**src/rtl/iter_divider_16bit.sv**
```systemverilog
// rtl/iter_divider_16bit.sv - iterative restoring unsigned divider, one quotient bit per clock
module iter_divider_16bit #(
    parameter int WIDTH = 16
) (
    input  logic             clk,
    input  logic             rst,
    input  logic             start,
    input  logic [WIDTH-1:0] dividend,
    input  logic [WIDTH-1:0] divisor,
    output logic             busy,
    output logic             done,
    output logic [WIDTH-1:0] quotient,
    output logic [WIDTH-1:0] remainder,
    output logic             div_by_zero
);

    localparam int CW = $clog2(WIDTH + 1);

    typedef enum logic [1:0] {
        S_IDLE,
        S_BUSY,
        S_DONE
    } state_t;

    state_t           state, state_n;
    logic [WIDTH:0]   part_q;
    logic [WIDTH-1:0] shq_q;
    logic [WIDTH-1:0] dvs_q;
    logic [CW-1:0]    cnt_q;

    logic             accept;
    logic             last_step;
    logic [WIDTH+1:0] shifted;
    logic [WIDTH+1:0] trial;
    logic [WIDTH:0]   part_n;
    logic [WIDTH-1:0] shq_n;

    // shq_q starts as the dividend and fills with quotient bits from the right
    always_comb begin
        accept    = start && (state != S_BUSY);
        last_step = (cnt_q == CW'(1));
        shifted   = {part_q, shq_q[WIDTH-1]};
        trial     = shifted - {2'b00, dvs_q};
        if (trial[WIDTH+1]) begin
            part_n = shifted[WIDTH:0];
            shq_n  = {shq_q[WIDTH-2:0], 1'b0};
        end else begin
            part_n = trial[WIDTH:0];
            shq_n  = {shq_q[WIDTH-2:0], 1'b1};
        end
    end

    always_comb begin
        state_n = state;
        case (state)
            S_IDLE: if (accept) state_n = (divisor == '0) ? S_DONE : S_BUSY;
            S_BUSY: if (last_step) state_n = S_DONE;
            S_DONE: begin
                if (accept) state_n = (divisor == '0) ? S_DONE : S_BUSY;
                else        state_n = S_IDLE;
            end
            default: state_n = S_IDLE;
        endcase
    end

    always_ff @(posedge clk or posedge rst) begin
        if (rst) begin
            state       <= S_IDLE;
            part_q      <= '0;
            shq_q       <= '0;
            dvs_q       <= '0;
            cnt_q       <= '0;
            quotient    <= '0;
            remainder   <= '0;
            div_by_zero <= 1'b0;
        end else begin
            state <= state_n;
            if (accept) begin
                dvs_q  <= divisor;
                shq_q  <= dividend;
                part_q <= '0;
                cnt_q  <= CW'(WIDTH);
                if (divisor == '0) begin
                    quotient    <= '1;
                    remainder   <= dividend;
                    div_by_zero <= 1'b1;
                end
            end else if (state == S_BUSY) begin
                part_q <= part_n;
                shq_q  <= shq_n;
                cnt_q  <= cnt_q - CW'(1);
                if (last_step) begin
                    quotient    <= shq_n;
                    remainder   <= part_n[WIDTH-1:0];
                    div_by_zero <= 1'b0;
                end
            end
        end
    end

    assign busy = (state == S_BUSY);
    assign done = (state == S_DONE);

endmodule

```
**config.mk**
```make
export PLATFORM = sky130hd
export DESIGN_NAME = iter_divider_16bit
export DESIGN_NICKNAME = d
export VERILOG_FILES = /design/src/rtl/iter_divider_16bit.sv
export SDC_FILE = /design/constraint.sdc
export NUM_CORES = 1
export LEC_CHECK = 0
export BUFFER_PORTS_ARGS = -buffer_cell sky130_fd_sc_hd__clkbuf_2
export CORE_ASPECT_RATIO = 0.9
export CORE_MARGIN = 5
export CORE_UTILIZATION = 25
export CTS_CLUSTER_SIZE = 40
export DETAILED_ROUTE_END_ITERATION = 8
export PLACE_DENSITY = 0.5
export SYNTH_ARGS = -nofsm -noshare
export SYNTH_HDL_FRONTEND = slang
export SYNTH_SLANG_ARGS = --single-unit
```
**constraint.sdc**
```tcl
create_clock -name clk -period 3.5 [get_ports clk]
set_input_delay 0.525 -clock clk [delete_from_list [all_inputs] [get_ports clk]]
set_output_delay 0.525 -clock clk [all_outputs]
set_load 0.02 [all_outputs]
```
# After elaboration in Yosys (flattened, before gate mapping)
# Index checks and enable logic that the tools add are counted.
# word_totals
output_inout_bits,35
ram_bits,0
latch_bits,0
input_bits,35
reg_bits,89
wordCells,49
romBits,0
mem_count,0
# classes
mux,25
n_mul,0
n_lt_le_gt_ge,0
div_mod_pow,0
n_addsub,2
n_eq_ne,7
bitwise_logic,0
reduce_logical,7
n_shift,0
# op_table
operator,n
16-bit 2-to-1 mux,10
17-bit 2-to-1 mux,3
18-bit by 16-bit subtractor with 18-bit output,1
16-bit logical NOT,1
5-bit 2-to-1 mux,2
2-bit 2-to-1 mux,4
"2-bit by 1-bit != test with 1-bit output, second input constant",3
2-bit case mux with 3 select lines,1
"5-bit by 1-bit equality test with 1-bit output, second input constant",1
1-bit 2-to-1 mux,5
"5-bit by 1-bit subtractor with 5-bit output, second input constant",1
2-bit nonzero test,2
3-bit AND reduction,1
"2-bit by 1-bit equality test with 1-bit output, second input constant",1
"2-bit equality test, second input constant",1
2-bit logical NOT,1
"2-bit != test, second input constant",1
2-bit AND reduction,1
1-bit logical AND,1

# Longest topological paths before layout
# Gate-level depths: netlist of the first run.
# logic_depth
depth_word,5
depth_mapped,12
ltp_nobuf,11

# Worst setup path after synthesis of the first run
# Ideal clock, no wire load.
# synth_timing
path_kind,register to register
startpoint,reg part_q[9]
endpoint,reg remainder[1]
setup_ns,0.137
path_stages_with_launch,11
required_ns,3.363
path_buffers,2
synth_period_minus_slack_ns,2.472
path_slack_ns,1.028
arrival_time_ns,2.335
path_cell_list,dfrtp_1 -> ha_1 -> a211o_2 -> a211o_1 -> nand2_4 -> o21ai_2 -> a211oi_2 -> buf_6 -> buf_12 -> mux2i_1 -> a21oi_1
# synth_via
elab_chain_len,5
# synth_rtl
element,line_no,source
from (decl),26,logic [WIDTH:0] part_q;
from (signal assigned),89,part_q <= part_n;
18-bit by 16-bit subtractor with 18-bit output,43,"trial = shifted - {2'b00, dvs_q};"
17-bit 2-to-1 mux,44,if (trial[WIDTH+1]) begin
16-bit 2-to-1 mux,92,if (last_step) begin
16-bit 2-to-1 mux,88,end else if (state == S_BUSY) begin
16-bit 2-to-1 mux,78,if (accept) begin
to (signal assigned),85,remainder <= dividend;
to (signal assigned),94,remainder <= part_n[WIDTH-1:0];
to (decl),13,"output logic [WIDTH-1:0] remainder,"
# Every way passes these cells. The select of a mux whose other input is x is not followed.
# A chain may end at the register's enable or synchronous reset.

# Worst setup path in the final report of the first run
# layout_timing
startpoint,reg part_q[9]
endpoint,reg remainder[5]
# Same word-level chain as after synthesis.

==> summary.txt, run 1 <==
Ys Warns = 0
sw frac = 0.4584
antenna violations before repair = 0
Clock power frac = 0.160
Setup crit start kind = flop
worst reg-to-reg path cell count = 8
Layout area overhead = 17.99%
Post-CTS Setup Bufs = 0
Syn Area/Cell = 9.075 µm²
Final Slew Violations = 0
routed len/inst = 16.17 µm
worst slew pin tran = 0.9394 ns
final setup fails = 0
Slew HR = 0.3737
top_reg_cell synth = dfrtp_1
vias in the first global route = 4382
Resized Gates After CTS = 0
first drt pass iteration count = 4
CP Buf/Inv Count = 1
fmax = 0.3202 GHz
HP Class = in -> async
CTS tree = built
Worst EP arrival = 3.34 ns
Worst Clk Skew = 0.008511 ns
core box area = 19340 µm²
CTS hold repair buffers = 0
Seq/Total Area, Yosys = 0.4503
final WL = 13900 µm
total global routing overflow = 0
number of port buffers = 69
layout cells sized above 1 = 0.1754
critical path capture point type = flop
post-DP HPWL = 10350 µm
ys async rst share = 1.000
sw power = 2.878 mW
io pins = 70
Tot GR Track Use = 0.1289
DRT iter0 DRCs = 262
CP max stage cell = nor4b_1
Netlist cell types = 58
VDD IR max = 0.4329 mV
Max Cap Viol = 0
Post-Syn Instances = 545
RSZ-0062 raised after global routing = no
Post-Syn Nets = 599
Clock Pin Slew Worst Setup and Hold Paths = 0.07 ns
chip height = 143.4 µm
post-route ant nets = 0
vias = 4168
# DRC = 0
Die Width = 158.3 µm
Netlist Area Pre-Place = 4946 µm²
Post-synth EDFFs = 0
Crit path required time = 3.72 ns
DIE AREA = 22700 µm²
clock latency on the worst-skew pair = 0.35 ns
H-tree levels = 3
critical path class = reg -> reg
Cell Pwr Density = 1076 nW/µm²
setup ws final = 0.3770 ns
Synth Register Bits = 89
Clock Tree Buf Depth = 2
Max stage delay on crit path = 0.59 ns
final period utilization = 0.8923
Leak Pwr = 2.640 nW
CTS Buf Count = 9
global-route wire length before repair = 23060 µm
CTS Sinks = 89
CTS root buffer = clkbuf_16
CP top delay family = simple AND/OR/NAND/NOR gates
ant diodes = 0
final hold viol count = 0
P_int = 3.400 mW
Logic pwr share = 0.554
Crit path depth = 8
Rows = 48
initial core utilization = 0.2558
crit-path cells = ha_1 > nand4_1 > nor4b_1 > o21ai_2 > a211oi_4 > buf_4 > mux2i_1 > a211oi_1
worst-path maximum fanout = 13
setup_tns = 0 ns
routed vias/inst = 4.847
largest net degree at the start of global routing = 50
status = finished, final reports clean
Tmin final = 3.123 ns
RD Place Congestion = 0.8385
Reg power frac = 0.287
Post-layout nets = 659
pre-CTS WS = 0.3797 ns
==> stage by stage <==
stage          cells  instance area [µm²]    util  hold WS, ns  total power [mW]
5_1_grt          860                 5836  0.3018       0.3938             6.824
6_report         860                 5836  0.3018       0.3196             6.277
3_5_place_dp     844                 5533  0.2861       0.4910             5.306
2_1_floorplan    545                 4946       -       0.4497             4.434
4_1_cts          860                 5836  0.3018       0.3425             6.341
3_3_place_gp     844                 5533  0.2861       0.4740             5.228
==> cells in the final DEF, fill, tap and decap left out, types with 5 or more instances in the layout <==
| cell type | synthesis | final |
|---|---|---|
| a211oi_1 | 6 | 6 |
| a21oi_1 | 40 | 40 |
| buf_4 | 0 | 8 |
| clkbuf_16 | 0 | 9 |
| clkbuf_2 | 0 | 69 |
| dfrtp_1 | 89 | 89 |
| ha_1 | 18 | 18 |
| inv_1 | 26 | 25 |
| mux2i_1 | 31 | 31 |
| nand2_1 | 60 | 60 |
| nand2b_1 | 5 | 5 |
| nand3_1 | 5 | 5 |
| nand3b_1 | 18 | 18 |
| nor2_1 | 62 | 62 |
| nor3_1 | 10 | 10 |
| o211ai_1 | 5 | 5 |
| o21ai_0 | 53 | 53 |
| o21ai_1 | 13 | 13 |
| o22ai_1 | 6 | 6 |
| xnor2_1 | 8 | 8 |
==> cell type report <==
cell class,instances,area [µm²]
repair buffers,78,425.4
fillers,2047,13500
clock buffers,10,229.0
inverters,26,98.84
well taps,250,312.8
multi-input cells,401,2469
flip-flops and latches,89,2227
clock inverters,6,73.82
==> cell usage after synthesis (2+ instances only) <==
cell type	count	area (µm²)
nand4_1	2	12.51
nor2b_1	4	25.02
nor4b_1	2	17.52
o21ai_1	13	65.06
o211ai_1	5	37.54
a311oi_1	3	26.28
and2_1	4	25.02
o21ai_2	2	17.52
o2111a_1	2	22.52
ha_1	18	225.2
clkbuf_1	21	78.83
nand3_1	5	25.02
nand2_1	60	225.2
xor2_1	3	26.28
a211oi_1	6	45.04
nand3b_1	18	135.1
buf_6	3	33.78
a21o_1	2	15.01
a31oi_1	2	12.51
o22ai_1	6	37.54
inv_1	26	97.59
a21oi_1	40	200.2
and3_1	4	25.02
buf_2	2	10.01
nand2b_1	5	31.28
o21ai_0	53	265.3
nor4_1	4	25.02
or3_1	4	25.02
o21a_1	2	15.01
xnor2_1	8	70.07
mux2i_1	31	310.3
nor3_1	10	50.05
nor2_1	62	232.7
dfrtp_1	89	2227
==> layer usage <==
metal | wire length (µm) | part of all wire | GRT usage
met3 | 386 | 0.028 | 0.02349
met4 | 294 | 0.021 | 0.04668
met1 | 6156 | 0.44 | 0.1613
met5 | 0 | 0 | 0
met2 | 7066 | 0.51 | 0.2225
==> worst register-to-register path: cells and delay by family (launching register included) <==
family | cells | cell delay, ns
compound gates | 3 | 0.75
fa+ha+maj | 1 | 0.38
buf+inv | 1 | 0.34
flops | 1 | 0.40
mux | 1 | 0.36
simple gates | 2 | 0.77
==> sequential cells by signal, summed over array words and instances, names as in the netlist <==
| name | flops |
|---|---|
| quotient | 16 |
| cnt_q | 5 |
| dvs_q | 16 |
| remainder | 16 |
| div_by_zero | 1 |
| state | 2 |
| shq_q | 16 |
| part_q | 17 |
==> cell families (layout without fill, tap and decap cells) <==
| logic type | after synthesis | in the layout | synth area share |
|---|---|---|---|
| AOI/OAI and AO/OA | 149 | 149 | 0.1783 |
| xor gates and xnor gates | 11 | 11 | 0.01948 |
| adders and majority gates | 19 | 19 | 0.04958 |
| buffers and inverters | 55 | 120 | 0.05211 |
| DFF | 89 | 89 | 0.4503 |
| muxes | 33 | 33 | 0.06805 |
| and+or+nand+nor | 189 | 189 | 0.1821 |
==> power by group through the flow <==
stage	combinational, mW	clock, mW	sequential (mW)
after global placement	3.42	0	1.81
after global routing	3.89	1.08	1.86
after detailed placement	3.49	0	1.82
after floorplan	2.51	0	1.93
after CTS	3.51	1.03	1.80
final	3.48	1.00	1.80
==> final timing paths <==
check	slack, ns	startpoint	end
max	0.38	part_q[9]	remainder[5]
min	0.32	rst	shq_q[3]
max reg2reg	0.38	part_q[9]	remainder[5]
min reg2reg	0.50	dvs_q[0]	dvs_q[0]
max in group asynchronous	2.47	rst	part_q[16]
min in group clk	0.41	divisor[14]	dvs_q[14]
No activity file was read; power rests on OpenSTA's default activity.
==> run 2: changes to the inputs <==
Settings changed: PLACE_DENSITY 0.5 to not set, PLACE_DENSITY_LB_ADDON set to 0.3, SLEW_MARGIN set to 20.
==> summary.txt, run 2 (same netlist as run 1, synthesis figures left out) <==
global-route wire length before repair = 22030 µm (-4.5%)
CP top delay family = simple AND/OR/NAND/NOR gates
chip height = 143.4 µm (unchanged)
CP max stage cell = nor4b_1
H-tree levels = 3 (unchanged)
CTS hold repair buffers = 0 (unchanged)
largest net degree at the start of global routing = 49 (-2.0%)
final setup fails = 0 (unchanged)
CTS Buf Count = 9 (unchanged)
worst slew pin tran = 0.9226 ns (-0.01682 ns)
CP Buf/Inv Count = 1 (unchanged)
Cell Pwr Density = 1060 nW/µm² (-1.4%)
Resized Gates After CTS = 0 (unchanged)
antenna violations before repair = 0 (unchanged)
Die Width = 158.3 µm (unchanged)
post-route ant nets = 0 (unchanged)
Rows = 48 (unchanged)
RSZ-0062 raised after global routing = no
Slew HR = 0.3850 (+0.01121)
Tmin final = 2.868 ns (-0.2549 ns)
Final Non-Filler Cells = 860 (unchanged)
total global routing overflow = 0 (unchanged)
Layout area overhead = 17.71%
Tot GR Track Use = 0.1240 (-0.004863)
FILL cells = 2092 (+2.2%)
Area after DPL = 5533 µm² (unchanged)
setup ws final = 0.6319 ns (+0.2549 ns)
RD Place Congestion = 0.7878 (-6.0%)
CTS tree = built
DIE AREA = 22700 µm² (unchanged)
fmax = 0.3487 GHz (+8.9%)
first drt pass iteration count = 4 (unchanged)
Largest register FFs = 17 (unchanged)
Total Power = 6.172 mW (-1.7%)
Max stage delay on crit path = 0.57 ns (-0.02 ns)
clock latency on the worst-skew pair = 0.35 ns (about the same)
io pins = 70 (unchanged)
commonest cells after routing, fill and taps aside = 89 x dfrtp_1, 69 x clkbuf_2, 62 x nor2_1, 60 x nand2_1, 53 x o21ai_0
routed vias/inst = 4.722 (-2.6%)
worst-path maximum fanout = 19 (+6)
crit-path cells = ha_1 > nand4_1 > nor4b_1 > o21ai_2 > a211oi_4 > buf_4 > mux2i_1 > a21oi_1
HP Class = in -> async
Worst Clk Skew = 0.009505 ns (+0.0009936 ns)
Post-CTS Setup Bufs = 0 (unchanged)
Post-layout nets = 659 (unchanged)
Placed Cells incl. Taps = 844 (unchanged)
commonest non-fill, non-tap cell in the layout = dfrtp_1
Max Cap Viol = 0 (unchanged)
final WL = 13620 µm (-2.1%)
DRT iter0 DRCs = 309 (+18%)
vias in the first global route = 4006 (-8.6%)
VDD IR max = 0.3626 mV (-16%)
critical path capture point type = flop
pre-CTS WS = 0.6582 ns (+0.2785 ns)
status = finished, final reports clean
routed len/inst = 15.83 µm (-2.1%)
critical path class = reg -> reg
core box area = 19340 µm² (unchanged)
Clock Tree Buf Depth = 2 (unchanged)
vias = 4061 (-2.6%)
CTS Sinks = 89 (unchanged)
post-DP HPWL = 10050 µm (-2.9%)
CTS root buffer = clkbuf_16
final period utilization = 0.8195 (-0.07282)
Setup crit start kind = flop
Final Slew Violations = 0 (unchanged)
setup_tns = 0 ns (unchanged)
final hold viol count = 0 (unchanged)
Worst EP arrival = 3.08 ns (-0.26 ns)
Clock Pin Slew Worst Setup and Hold Paths = 0.07 ns (about the same)
Final Cell Area = 5822 µm² (-0.24%)
number of port buffers = 69 (unchanged)
initial core utilization = 0.2558 (unchanged)
Reg with most FFs = part_q
layout cells sized above 1 = 0.1770 (+0.001639)
Crit path required time = 3.71 ns (about the same)
ant diodes = 0 (unchanged)
# DRC = 0 (unchanged)
Leak Pwr = 2.640 nW (about the same)
run 2: layout make-up:
class / count / area [µm²] / area share
multi-input combinational: 401 / 2469 / 0.4240
sequential: 89 / 2227 / 0.3825
timing repair buffer: 78 / 425.4 / 0.07307
tap: 250 / 312.8 / 0.05373
clock buffer: 10 / 239.0 / 0.04105
inverter: 26 / 98.84 / 0.01698
clock inverter: 6 / 50.05 / 0.008597
run 2: through the flow:
step | util | hold slack, ns
final | 0.3010 | 0.3167
after floorplan | - | 0.4497
after global placement | 0.2861 | 0.4804
after CTS | 0.3010 | 0.3470
after global routing | 0.3010 | 0.3938
after detailed placement | 0.2861 | 0.4847
run 2: path summary, 6_finish.rpt:
check / end / slack, ns / cells after the start / start
setup / recovery: remainder[1] / 0.63 / 8 / part_q[8]
hold / removal: quotient[5] / 0.32 / 2 / rst
setup reg to reg: remainder[1] / 0.63 / 8 / part_q[8]
hold reg to reg: dvs_q[0] / 0.50 / 2 / dvs_q[0]
max in group asynchronous: div_by_zero / 2.46 / 3 / rst
min in group clk: dvs_q[14] / 0.41 / 3 / divisor[14]
run 2: worst register-to-register path: cells and delay by family, from the launching register on:
family,cells,cell delay (ns)
mux,1,0.37
compound gates,3,0.49
buf+inv,1,0.33
fa+ha+maj,1,0.40
flops,1,0.43
simple gates,2,0.73
run 2: per-layer routing:
layer	vias to the layer above	wire length [µm]	track usage	part of all wire
li1	2045	-	-	-
met1	1965	6090	0.1636	0.45
met2	41	6883	0.2076	0.51
met3	10	466	0.02228	0.034
met4	0	176	0.03860	0.013
met5	-	0	0	0
run 2: power by group:
group / switching [mW] / total [mW] / internal [mW] / leakage (nW)
Combinational: 2.07 / 3.42 / 1.34 / 1.46
Sequential: 0.311 / 1.80 / 1.49 / 1.04
Clock: 0.446 / 0.958 / 0.512 / 0.141
Total: 2.83 / 6.17 / 3.34 / 2.64
